`src/rtl/ram_arbiter.sv`:
```
// Shares one RAM port between the instruction and data streams. Data wins unless instruction has starved; a grant lasts until the RAM reports ACCESS/ERROR.
// Grant is registered (request in cycle N drives the RAM in N+1); the RAM drive and the wait/load responses are combinational.
module ram_arbiter #(
    parameter int MAX_DGRANTS = 4,
    parameter int TIMEOUT     = 64
) (
    input  logic        CLK,
    input  logic        nRST,
    input  logic        iREN,
    input  logic [31:0] iaddr,
    output logic        iwait,
    output logic [31:0] iload,
    input  logic        dREN,
    input  logic        dWEN,
    input  logic [31:0] daddr,
    input  logic [31:0] dstore,
    output logic        dwait,
    output logic [31:0] dload,
    output logic        ramREN,
    output logic        ramWEN,
    output logic [31:0] ramaddr,
    output logic [31:0] ramstore,
    input  logic [31:0] ramload,
    input  logic [1:0]  ramstate,
    output logic        mem_err,
    output logic [31:0] icount,
    output logic [31:0] dcount
);

    typedef enum logic [1:0] {IDLE, IGRANT, DGRANT} state_t;

    localparam logic [1:0] RAM_ACCESS = 2'd2;
    localparam logic [1:0] RAM_ERROR  = 2'd3;
    localparam int SW = $clog2(MAX_DGRANTS + 1);
    localparam int TW = $clog2(TIMEOUT + 1);

    state_t          state, state_nxt;
    logic [TW-1:0]   tcnt;
    logic [SW-1:0]   starve_cnt;
    logic            ram_done, timed_out, forced;
    logic            i_done, d_done, fault;

    assign ram_done  = (ramstate == RAM_ACCESS) || (ramstate == RAM_ERROR);
    assign timed_out = (tcnt == TW'(TIMEOUT - 1));
    assign forced    = iREN && (starve_cnt == SW'(MAX_DGRANTS));

    always_comb begin
        state_nxt = state;
        ramREN    = 1'b0;
        ramWEN    = 1'b0;
        ramaddr   = '0;
        ramstore  = '0;
        iwait     = 1'b1;
        dwait     = 1'b1;
        iload     = '0;
        dload     = '0;
        i_done    = 1'b0;
        d_done    = 1'b0;
        fault     = 1'b0;
        case (state)
            IDLE: begin
                if ((dREN || dWEN) && !forced)
                    state_nxt = DGRANT;
                else if (iREN)
                    state_nxt = IGRANT;
            end
            IGRANT: begin
                ramREN  = iREN;
                ramaddr = iaddr;
                iload   = ramload;
                if (!iREN) begin
                    state_nxt = IDLE;
                end else if (ram_done || timed_out) begin
                    // a timeout is reported as a faulted completion so the core never hangs
                    iwait     = 1'b0;
                    i_done    = 1'b1;
                    fault     = (ramstate == RAM_ERROR) || !ram_done;
                    state_nxt = IDLE;
                end
            end
            DGRANT: begin
                ramWEN   = dWEN;
                ramREN   = dREN && !dWEN;
                ramaddr  = daddr;
                ramstore = dstore;
                dload    = ramload;
                if (!(dREN || dWEN)) begin
                    state_nxt = IDLE;
                end else if (ram_done || timed_out) begin
                    dwait     = 1'b0;
                    d_done    = 1'b1;
                    fault     = (ramstate == RAM_ERROR) || !ram_done;
                    state_nxt = IDLE;
                end
            end
            default: state_nxt = IDLE;
        endcase
    end

    always_ff @(posedge CLK or negedge nRST) begin
        if (!nRST) begin
            state      <= IDLE;
            tcnt       <= '0;
            starve_cnt <= '0;
            mem_err    <= 1'b0;
            icount     <= '0;
            dcount     <= '0;
        end else begin
            state <= state_nxt;
            if (state == IDLE || state_nxt == IDLE)
                tcnt <= '0;
            else
                tcnt <= tcnt + TW'(1);
            if (fault)
                mem_err <= 1'b1;
            if (i_done)
                icount <= icount + 32'd1;
            if (d_done)
                dcount <= dcount + 32'd1;
            // starvation only accrues while instruction is actually waiting
            if (i_done)
                starve_cnt <= '0;
            else if (d_done) begin
                if (!iREN)
                    starve_cnt <= '0;
                else if (starve_cnt != SW'(MAX_DGRANTS))
                    starve_cnt <= starve_cnt + SW'(1);
            end
        end
    end

endmodule

```
`config.mk`:
```
export PLATFORM = sky130hd
export DESIGN_NAME = ram_arbiter
export DESIGN_NICKNAME = d
export VERILOG_FILES = /design/src/rtl/ram_arbiter.sv
export SDC_FILE = /design/constraint.sdc
export NUM_CORES = 1
export LEC_CHECK = 0
export ABC_AREA = 1
export CORE_AREA = 2 2 128 130
export DETAILED_ROUTE_END_ITERATION = 16
export DIE_AREA = 0 0 130 132
export MAX_ROUTING_LAYER = met4
export PLACE_DENSITY = 0.79
export SYNTH_ARGS = -nofsm -noshare
export SYNTH_HDL_FRONTEND = slang
export SYNTH_SLANG_ARGS = --single-unit
```
`constraint.sdc`:
```
create_clock -name CLK -period 2.95 [get_ports CLK]
set_input_delay 0.4425 -clock CLK [delete_from_list [all_inputs] [get_ports CLK]]
set_output_delay 0.4425 -clock CLK [all_outputs]
set_load 0.02 [all_outputs]
```
==> metrics.cfg <==
[sta]
finalHoldViolCount=0
final-max-slew-violation-count=0
layout_min_cycle_time_ns=2.82
worst_pin_slew_ns=0.785
setup_ws_ns=0.126
fmax_mhz=354
fin_crit_sh=0.957
grt_setup_unrepaired=false
hold_ws_ns=0.186
fin_tns_setup_ns=0
finalSetupViolCount=0
fin_worst_skew_ns=0.00947
slew_headroom=0.477

[cts]
cts_tree=built
worstSkewPairLatency_ns=0.34
cts_buffers=9
htreeDepth=3
clock_sinks=77
path_clk_slew_ns=0.06
clock_path_buffers=2
ctsRootBufferMaster=clkbuf_16

[job]
drv_cap=0

[power]
finalPower_mw=5.62
power_density_nw_per_um2=575
irDropWorstVdd_mv=0.263
leakage_nw=4.75

[logic_synthesis]
synth_top_cell_by_area=dfrtp_1
synth-compound-area-share=0.0506
synth.top_cell.area_share=0.328
synth_xor_area_frac=0.0611
synth.area.top_cells=dfrtp_1, nand2_1, inv_1
synth-adder-area-share=0.0191
yosysWarnings=0
ys_ff_latch=77
synthCells=964
syn_area_um2=5880
syn_area_per_cell_um2=6.10
synthMuxAreaShare=0
yosysSeqAreaShare=0.328
synth.distinct_cells=31
synth_top_family_by_area=simple AND/OR/NAND/NOR gates
synthSimpleGateAreaFrac=0.420
synthesis.nets=1108

[floorplan]
die_w_um=130
dieArea_um2=17200
floorplan.rows=46
die_h_um=132
core_um2=15700
io-pin-count=332
start_util=0.374

[worst_setup_path]
worst_path_largest_cell_delay_ns=0.66
required_ns=2.51
cp-end-kind=output port
worst_setup_path_start_kind=flip-flop
reg2reg_slack_ns=0.84
critPathKind=reg2out
r2r_start=state[1]
slowest_stage=clkdlybuf4s50_1
worstPathCellList=inv_1 -> ha_2 -> buf_12 -> nand2_1 -> a21oi_1 -> clkdlybuf4s50_1
arrival_ns=2.38
critPathLaunch=state[1]
critPathMaxFanout=64

[finish]
synthToLayoutAreaGrowth_pct=66.2
drive_gt1_frac=0.0348
multiInputGateArea_um2=3250
stdcell_area_um2=9770
final-seq-area_um2=1930
nets=1433
fin_util=0.622
final-instance-count-excl-fill=1513
fill_cells=1496

[grt]
grt_pass1_wl_mm=36.4
grt_start_max_net_pins=65
overflow=0
antenna_found_initial=3
grt_usage=0.285
grt_pass1_vias=6771

[min_path]
min_path_type=in2async

[drt]
wl_met2_mm=12.0
top_layer=met4
post-route-drc-count=0
vias_per_cell=4.62
ant_nets=0
wl_met1_mm=9.36
drt_wl_total_mm=24.0
routedWlPerCell_um=15.9
vias=6995
drtIter0Drc=455
wl_met3_mm=1.95
drt_pass1_iterations=6

[placement]
place_inst=1493
place_congestion=0.986
pre_cts_ws_ns=0.279
placed_area_um2=9470
post-dp-hpwl_mm=19.7
place.port_buffers=331

[outcome]
status=completed

==> flip-flops by register name (all words and copies together), names as in the netlist <==
| register | count |
|---|---|
| icount | 32 |
| tcnt | 7 |
| dcount | 32 |
| starve_cnt | 3 |
| state | 2 |
| mem_err | 1 |
==> layout make-up <==
class / count / area share
Sequential cell: 77 / 0.197
Antenna cell: 3 / 0.000768
Timing Repair Buffer: 340 / 0.350
Inverter: 161 / 0.0618
Multi-Input combinational cell: 700 / 0.333
Tap cell: 216 / 0.0276
Clock buffer: 15 / 0.0264
Clock inverter: 1 / 0.00307
==> routing by layer <==
layer,up-vias,GRT usage
li1,3539,-
met1,3133,0.320
met2,286,0.491
met3,37,0.0763
met4,0,0.0878
met5,-,-
==> cell families after synthesis <==
logic type,after synthesis
flops,77
xor+xnor,41
buf+inv,187
compound gates,54
simple gates,596
fa+ha+maj,9
==> cells in the mapped netlist (all sizes together) <==
master,instances
xnor2,14
nand2,418
inv,160
nand3,26
nand3b,15
xor2,27
clkbuf,11
ha,9
o21bai,2
o21ai,12
nor3,23
a21oi,39
dfrtp,77
nand4,7
a31o,1
buf,15
or2,2
nor2,105
clkinv,1
==> layout by cell type, fill, tap and decap left out, drive strengths merged <==
| cell | count |
|---|---|
| dfrtp | 77 |
| clkdlybuf4s50 | 325 |
| nor3 | 23 |
| diode | 3 |
| xnor2 | 14 |
| o21bai | 2 |
| a21oi | 39 |
| inv | 160 |
| or2 | 2 |
| buf | 13 |
| ha | 9 |
| bufinv | 1 |
| a31o | 1 |
| nand2 | 418 |
| xor2 | 27 |
| nand4 | 7 |
| nand3 | 26 |
| nor2 | 105 |
| nand3b | 15 |
| dlymetal6s2s | 2 |
| clkinv | 1 |
| clkbuf | 15 |
| o21ai | 12 |
==> worst max-delay path: cells and delay by family (launching register included) <==
family,cells,cell delay (ns)
adders and majority gates,1,0.22
and+or+nand+nor,1,0.15
DFF,1,0.43
AOI/OAI and AO/OA,1,0.17
buffers and inverters,3,1.06
==> path summary, 6_finish.rpt <==
path	endpoint	cells past startpoint
max reg2reg	icount[8]	10
max	ramaddr[22]	6
min reg2reg	tcnt[0]	1
max in group asynchronous	dcount[1]	2
min in group CLK	tcnt[0]	1
min	icount[21]	1
==> where the power goes <==
part / internal (mW) / switching, mW / leakage [nW] / total [mW]
clock: 0.681 / 0.418 / 0.138 / 1.10
sequential: 1.16 / 0.122 / 1.02 / 1.28
combinational: 1.38 / 1.86 / 3.59 / 3.24
==> repair_timing <==
item	CTS	global route
gates resized for setup	0	2
hold buffers	0	0
buffers inserted	0	1
setup endpoints to repair	0	13
Note: power is estimated with default switching activity, not from simulation.
